<file path="src/rtl/store_buffer.sv">
// Posted-write buffer between the MEM stage and the data-memory write port: in-order FIFO drain
// plus store-to-load forwarding from the youngest queued entry with a matching word address.
module store_buffer #(
  parameter int unsigned DEPTH  = 4,
  parameter int unsigned ADDR_W = 32,
  parameter int unsigned DATA_W = 32
) (
  input  logic                       clk,
  input  logic                       reset,
  input  logic                       st_valid_in,
  input  logic [ADDR_W-1:0]          st_addr_in,
  input  logic [DATA_W-1:0]          st_data_in,
  output logic                       st_ready_out,
  input  logic                       ld_valid_in,
  input  logic [ADDR_W-1:0]          ld_addr_in,
  output logic                       ld_hit_out,
  output logic [DATA_W-1:0]          ld_data_out,
  input  logic                       mem_busy_in,
  output logic                       mem_wr_en_out,
  output logic [ADDR_W-1:0]          mem_wr_addr_out,
  output logic [DATA_W-1:0]          mem_wr_data_out,
  input  logic                       flush_req_in,
  output logic                       empty_out,
  output logic [$clog2(DEPTH):0]     count_out,
  output logic [31:0]                stall_cycles_out
);

  localparam int unsigned PtrW = $clog2(DEPTH);
  localparam int unsigned CntW = PtrW + 1;
  localparam int unsigned TagW = ADDR_W - 2;

  logic [TagW-1:0]   tag_q  [DEPTH];
  logic [TagW-1:0]   tag_d  [DEPTH];
  logic [DATA_W-1:0] data_q [DEPTH];
  logic [DATA_W-1:0] data_d [DEPTH];

  logic [PtrW-1:0] head_q, head_d;
  logic [PtrW-1:0] tail_q, tail_d;
  logic [CntW-1:0] count_q, count_d;
  logic [31:0]     stall_q, stall_d;

  logic            enq;
  logic            drain;
  logic            not_empty;
  logic [PtrW-1:0] fwd_idx;
  logic            unused_addr_lsbs;

  assign unused_addr_lsbs = ^{st_addr_in[1:0], ld_addr_in[1:0]};

  assign not_empty    = (count_q != '0);
  assign st_ready_out = (count_q < CntW'(DEPTH)) && !flush_req_in;
  assign enq          = st_valid_in && st_ready_out;
  // No write may leave the buffer in a cycle where the reset edge is about to discard the queue.
  assign drain        = reset && not_empty && !mem_busy_in;

  assign mem_wr_en_out    = drain;
  assign mem_wr_addr_out  = not_empty ? {tag_q[head_q], 2'b00} : '0;
  assign mem_wr_data_out  = not_empty ? data_q[head_q] : '0;
  assign empty_out        = !not_empty;
  assign count_out        = count_q;
  assign stall_cycles_out = stall_q;

  always_comb begin
    head_d  = head_q;
    tail_d  = tail_q;
    count_d = count_q;
    stall_d = stall_q;
    tag_d   = tag_q;
    data_d  = data_q;

    if (enq) begin
      tag_d[tail_q]  = st_addr_in[ADDR_W-1:2];
      data_d[tail_q] = st_data_in;
      tail_d         = tail_q + PtrW'(1);
    end
    if (drain) begin
      head_d = head_q + PtrW'(1);
    end
    if (enq && !drain) begin
      count_d = count_q + CntW'(1);
    end else if (!enq && drain) begin
      count_d = count_q - CntW'(1);
    end
    if (st_valid_in && !st_ready_out && (stall_q != '1)) begin
      stall_d = stall_q + 32'd1;
    end
  end

  // Walk entries oldest to youngest so the last match (the youngest) wins.
  always_comb begin
    ld_hit_out  = 1'b0;
    ld_data_out = '0;
    fwd_idx     = head_q;
    for (int unsigned i = 0; i < DEPTH; i++) begin
      fwd_idx = head_q + PtrW'(i);
      if (ld_valid_in && (CntW'(i) < count_q) && (tag_q[fwd_idx] == ld_addr_in[ADDR_W-1:2])) begin
        ld_hit_out  = 1'b1;
        ld_data_out = data_q[fwd_idx];
      end
    end
  end

  always_ff @(posedge clk) begin
    if (!reset) begin
      head_q  <= '0;
      tail_q  <= '0;
      count_q <= '0;
      stall_q <= '0;
    end else begin
      head_q  <= head_d;
      tail_q  <= tail_d;
      count_q <= count_d;
      stall_q <= stall_d;
    end
  end

  // Entry payloads need no reset; validity comes from head/count alone.
  always_ff @(posedge clk) begin
    tag_q  <= tag_d;
    data_q <= data_d;
  end

endmodule

</file>
<file path="config.mk">
export PLATFORM = sky130hd
export DESIGN_NAME = store_buffer
export DESIGN_NICKNAME = d
export VERILOG_FILES = /design/src/rtl/store_buffer.sv
export SDC_FILE = /design/constraint.sdc
export NUM_CORES = 1
export LEC_CHECK = 0
export ABC_AREA = 1
export CAP_MARGIN = 20
export CORE_UTILIZATION = 46
export DETAILED_ROUTE_END_ITERATION = 8
export GPL_TIMING_DRIVEN = 0
export HOLD_SLACK_MARGIN = 0.03
export PLACE_DENSITY = 0.7
export SLEW_MARGIN = 20
export SYNTH_ARGS = -nofsm -noshare
export SYNTH_HDL_FRONTEND = slang
export SYNTH_SLANG_ARGS = --single-unit
</file>
<file path="constraint.sdc">
create_clock -name clk -period 4.7 [get_ports clk]
set_input_delay 0.94 -clock clk [delete_from_list [all_inputs] [get_ports clk]]
set_output_delay 0.94 -clock clk [all_outputs]
set_load 0.01 [all_outputs]
</file>
# After elaboration in Yosys (flattened, before gate mapping)
# Index checks and enable logic that the tools add are counted.
dict set report totals {
  reg_bits 287
  input_bits 102
  output_inout_bits 135
  word_cells 107
}
dict set report op_classes {
  addsub 7
  n_lt_le_gt_ge 11
  eq_ne 5
  muxes 42
  bitwise 5
  n_reduce_logical 25
}
# operator n
set ops {}
lappend ops {{two-way mux 32 bit} 15}
lappend ops {{two-way mux 30 bit} 9}
lappend ops {{binary-select mux 32 bit (select 2 bit)} 4}
lappend ops {{binary-select mux 30 bit (select 2 bit)} 4}
lappend ops {{bitwise mux 128 bit} 1}
lappend ops {{bitwise mux 120 bit} 1}
lappend ops {{== test 30 bit} 4}
lappend ops {{demux 32 bit (select 2 bit)} 1}
lappend ops {{demux 30 bit (select 2 bit)} 1}
lappend ops {{adder 32 x 1 -> 32 bit (second input constant)} 1}
lappend ops {{!= test 32 bit (second input constant)} 1}
lappend ops {{logical AND 1 bit} 17}
lappend ops {{greater-or-equal comparator 3 bit (second input constant)} 5}
lappend ops {{NOT 2 -> 3 bit} 5}
lappend ops {{zero test 1 bit} 6}
lappend ops {{< comparator 1 x 3 -> 1 bit (first input constant)} 2}
lappend ops {{< comparator 2 x 3 -> 1 bit (first input constant)} 2}
lappend ops {{two-way mux 3 bit} 2}
lappend ops {{adder 2 x 1 -> 2 bit (second input constant)} 2}
lappend ops {{adder 2 bit (second input constant)} 2}
lappend ops {{two-way mux 1 bit} 4}
lappend ops {{adder 3 x 1 -> 3 bit (second input constant)} 1}
lappend ops {{< comparator 3 x 1 -> 1 bit (second input constant)} 1}
lappend ops {{< comparator 3 bit (second input constant)} 1}
lappend ops {{3 further kinds} 3}

# Logic depth before layout (Yosys ltp)
dict set report logic_depth {
  word_depth 10
  mapped_depth 21
  depth_no_buf 19
}

# Least setup slack after synthesis
# OpenSTA, ideal clock, no wires.
dict set report synth_path {
  path_type {in2reg}
  from {in flush_req_in}
  to {reg data_q[0] (netlist bit) (enable)}
  setup_ns 0.482
  t_arrival_ns 4.019
  required_time_ns 4.218
  path_slack_ns 0.199
  cell_stages 3
  n_path_buf 0
  path_cell_list {nor2_1 nand2_1 nor2_1}
}
dict set report synth_via {
  elab_chain_cells 3
}
# item line
set synth_rtl {}
lappend synth_rtl {{start, declared} 22} ;# input logic flush_req_in,
lappend synth_rtl {{zero test 1 bit} 51} ;# assign st_ready_out = (count_q < CntW'(DEPTH)) && !flush_req_in;
lappend synth_rtl {{logical AND 1 bit} 51}
lappend synth_rtl {{logical AND 1 bit} 52} ;# assign enq = st_valid_in && st_ready_out;
lappend synth_rtl {{end signal, assigned} 120} ;# data_q <= data_d;
lappend synth_rtl {{end, declared} 34} ;# logic [DATA_W-1:0] data_q [DEPTH];
# Every way passes these cells.
# A chain may end at the register's enable or synchronous reset.

# Worst setup path in the final report
dict set report layout_path {
  from {reg head_q[0]}
  to {out ld_data_out[3]}
}
dict set report layout_via {
  elab_chain_cells 10
  elab_cells_between_ends 43
  classes_between {add/sub (3); eq/ne (4); mux (28); bitwise (4); reduce/logical (4)}
}
# item line
set layout_rtl {}
lappend layout_rtl {{start, declared} 37} ;# logic [PtrW-1:0] head_q, head_d;
lappend layout_rtl {{start signal, assigned} 105} ;# head_q <= '0;
lappend layout_rtl {{start signal, assigned} 110} ;# head_q <= head_d;
lappend layout_rtl {{adder 2 x 1 -> 2 bit or NOT 2 -> 3 bit (tied branches)} {95, 96, 98}}
lappend layout_rtl {{NOT 2 -> 3 bit (not written as such) or binary-select mux 30 bit (select 2 bit) (tied branches)} {96, 98}}
lappend layout_rtl {{binary-select mux 30 bit (select 2 bit) or two-way mux 30 bit (tied branches)} 96} ;# if (ld_valid_in && (CntW'(i) < count_q) && (tag_q[fwd_idx] == ld_addr_in[ADDR_W-1:2])) begin
lappend layout_rtl {{two-way mux 30 bit (not written as such)} 96}
lappend layout_rtl {{two-way mux 30 bit (not written as such) or == test 30 bit (tied branches)} 96}
lappend layout_rtl {{== test 30 bit or logical AND 1 bit (tied branches)} 96}
lappend layout_rtl {{logical AND 1 bit or two-way mux 32 bit (tied branches)} 96}
lappend layout_rtl {{two-way mux 32 bit (2 in a row)} 96}
lappend layout_rtl {{two-way mux 32 bit *} 96}
lappend layout_rtl {{end, declared} 17} ;# output logic [DATA_W-1:0] ld_data_out,
# Mark *: on every way between the ends. The rest lies on a longest branch, timed or not. The select of a mux whose other input is x is not followed.

==> results.sh <==
export IMPL_status="complete, but fails checks"
export IMPL_violations="negative setup slack"
export IMPL_numCtsBuffers=34
export IMPL_ir_worst_vdd_uv=295
export IMPL_startpoint_type="register"
export IMPL_p_total_uw=10200
export IMPL_drc=0
export IMPL_synth_top_flop_cell="edfxtp_1"
export IMPL_yosysWarnings=0
export IMPL_r2r_start="stall_cycles_out[1]"
export IMPL_slew_headroom=0.265
export IMPL_hold_class="register to register"
export IMPL_drtPass1Iterations=8
export IMPL_cts_buffer_depth=3
export IMPL_synth_top_cell_area_share=0.373
export IMPL_start_util=0.471
export IMPL_postSynthCellCount=3030
export IMPL_worst_skew_pair_late_latency_ns=0.58
export IMPL_routabilityCongestion=1.03
export IMPL_via_per_inst=5.78
export IMPL_cts_hold_buf=0
export IMPL_worst_slew_pin_slew_ns=1.10
export IMPL_synth_distinct_cells=35
export IMPL_finalSetupTns_ns=-0.910
export IMPL_routed_wl_mm=90.1
export IMPL_critPathMaxStageDelay_ns=0.53
export IMPL_vias=22700
export IMPL_yosysSeqAreaShare=0.412
export IMPL_routedWlPerCell_um=23.0
export IMPL_root_buffer="clkbuf_16"
export IMPL_port_buffers=230
export IMPL_hp_start="stall_cycles_out[4]"
export IMPL_synth_edf_count=248
export IMPL_clkTransAtPathRegs_ns=0.06
export IMPL_p_leak_uw=0.0117
export IMPL_slew_viol_final=0
export IMPL_rrSetupSlack_ns=2.01
export IMPL_min_period_ns=4.84
export IMPL_synth_top_area_cell="edfxtp_1"
export IMPL_finalHoldViolCount=0
export IMPL_cp_arrival_ns=3.90
export IMPL_nets=3432
export IMPL_setup_slack_ns=-0.137
export IMPL_syn_to_final_growth_pct=25.9
export IMPL_post_route_period_util=1.03
export IMPL_grt_max_degree=21
export IMPL_grt_pass1_vias=20900
export IMPL_cp_required_ns=3.76
export IMPL_cts_sinks=287
export IMPL_max_cap_violations=0
export IMPL_cp_max_fo=10
export IMPL_avgSynthCellArea_um2=6.59
export IMPL_synth_common_cells="nand2_1 (1,512), inv_1 (286), edfxtp_1 (248)"
export IMPL_setup_viol=8
export IMPL_dieArea_um2=44200
export IMPL_grt_pass1_wl_mm=130
export IMPL_critical_path_cell_chain="inv_4 -> nand2_1 -> nand2_4 -> buf_6 -> buf_6 -> buf_4 -> o211ai_1 -> o211ai_1 -> nor3_1 -> nand2_1 -> nor2_4 -> nand2_4 -> inv_4 -> buf_6 -> nand2_1 -> nand2_1 -> clkdlybuf4s50_1"
export IMPL_core_area_um2=42400
export IMPL_cts_htree_levels=2
export IMPL_fmax_ghz=0.207
export IMPL_dpl_cell_count=3851
export IMPL_cts_tree="yes"
export IMPL_grt_antenna_before_repair=5
export IMPL_drt_iter0_drc=3323
export IMPL_grt_remaining_overflow=0
export IMPL_synth_most_common_cell="nand2_1"
export IMPL_cpMostUsedCell="nand2_1"
export IMPL_hold_path_depth=1
export IMPL_ys_seq_elements=287
export IMPL_hpwl_mm=66.1
export IMPL_layoutNonFillerInstCount=3924
export IMPL_die_h_um=210
export IMPL_rsz0062_at_grt="yes"
export IMPL_worstRegToRegCells=13
export IMPL_min_to="stall_cycles_out[4]"
export IMPL_crit_path_top_delay_cell="clkdlybuf4s50_1"
export IMPL_rows=75
export IMPL_antenna_left=0
export IMPL_grtUsageTotal=0.400
export IMPL_powerDensity_nw_per_um2=405
export IMPL_skew_ns=0.0284
export IMPL_fp_dieW_um=210
export IMPL_fin_util=0.593
export IMPL_drive_above_1_share=0.0709
export IMPL_critPathCaptureType="output pin"
export IMPL_dp_slack_ns=-0.575
export IMPL_critPathKind="register to output pin"
export IMPL_synthTopCellsByArea="edfxtp_1 (37%), nand2_1 (28%), o21ai_0 (5.5%), inv_1 (5.4%), nand3_1 (4.2%)"
export IMPL_async_flop_share=0
export IMPL_timing_rr_end="stall_cycles_out[10]"
export IMPL_synth_area_um2=20000
export IMPL_ios=237
[layer usage]
metal | vias up | GRT usage | part of all wire
li1 | 10200 | - | -
met1 | 10500 | 0.545 | 0.39
met2 | 1610 | 0.607 | 0.43
met3 | 288 | 0.0805 | 0.13
met4 | 4 | 0.192 | 0.050
met5 | - | 0 | 0.00027
[through the flow]
stage	instance area, um^2	hold slack [ns]
6_report	25100	0.496
5_1_grt	25100	0.526
4_1_cts	25000	0.501
3_5_place_dp	23300	0.483
3_3_place_gp	23000	0.464
2_1_floorplan	20000	0.484
[cells by family after synthesis]
kind of cell | share of synthesized area
AND/OR/NAND/NOR | 0.375
buffers and inverters | 0.0910
AO/OA/AOI/OAI | 0.0917
flip-flops | 0.412
multiplexers | 0.0160
XOR/XNOR | 0.00746
adder cells (fa/ha/maj) | 0.00627
other | 0.000188
[report_power, final]
| part | switching (uW) | internal (uW) |
|---|---|---|
| Combinational | 3060 | 1430 |
| Clock | 1130 | 1660 |
| Sequential | 46.0 | 2850 |
| Total | 4230 | 5950 |
[flip-flops by register name, summed over array words and instances (netlist names)]
name              count
data_q              128
stall_cycles_out     32
count_out             3
tail_q                2
tag_q               120
head_q                2
[cell usage in the layout (no fill, tap or decap), types with 10 or more instances in the layout]
master,count
buf_4,36
clkdlybuf4s50_1,195
edfxtp_1,248
o21ai_1,30
o21ai_0,209
mux2i_1,32
a21oi_1,27
dfxtp_1,37
nor2_1,157
buf_12,15
nand3_1,167
nand2_1,1495
buf_2,17
nand4_1,17
clkbuf_16,36
clkbuf_1,50
xor2_1,12
o211ai_1,52
dlygate4sd2_1,26
nand2_2,16
buf_6,26
ha_1,10
inv_1,286
nor2_4,10
nor3_1,18
[worst max-delay path by stage]
| stage | cells past startpoint | end | slack [ns] | startpoint |
|---|---|---|---|---|
| finish | 17 | ld_data_out[3] | -0.14 | head_q[0] |
| global route | 20 | ld_data_out[11] | -0.18 | head_q[0] |
| CTS | 20 | ld_data_out[11] | 0.004 | head_q[0] |
| detailed placement | 17 | ld_data_out[27] | -0.58 | ld_valid_in |
| global placement | 4 | data_q[40] | -3.09 | flush_req_in |
| floorplan | 3 | data_q[0] | 0.20 | flush_req_in |
[cell type report]
type	instances	area (um^2)
fill	4039	17300
multi-input combinational	2304	10100
sequential	287	8230
timing repair buffer	253	2650
buffer	149	1150
inverter	291	1100
clock buffer	44	951
tap	577	722
clock inverter	16	204
antenna	3	7.51
[what timing repair did]
| action | 4_1_cts | 5_1_grt |
|---|---|---|
| gates resized for setup | 216 | 58 |
| cloned | 0 | 1 |
| pin swaps | 9 | 7 |
| setup endpoints to repair | 63 | 28 |
| buffers inserted | 5 | 4 |
[worst max-delay path: cells and delay by family, from the launching register on]
family	cells	cell delay, ns
AOI/OAI and AO/OA	2	0.50
DFF	1	0.39
buffers and inverters	7	1.43
and+or+nand+nor	8	0.97
No activity file was read; power rests on OpenSTA's default activity.
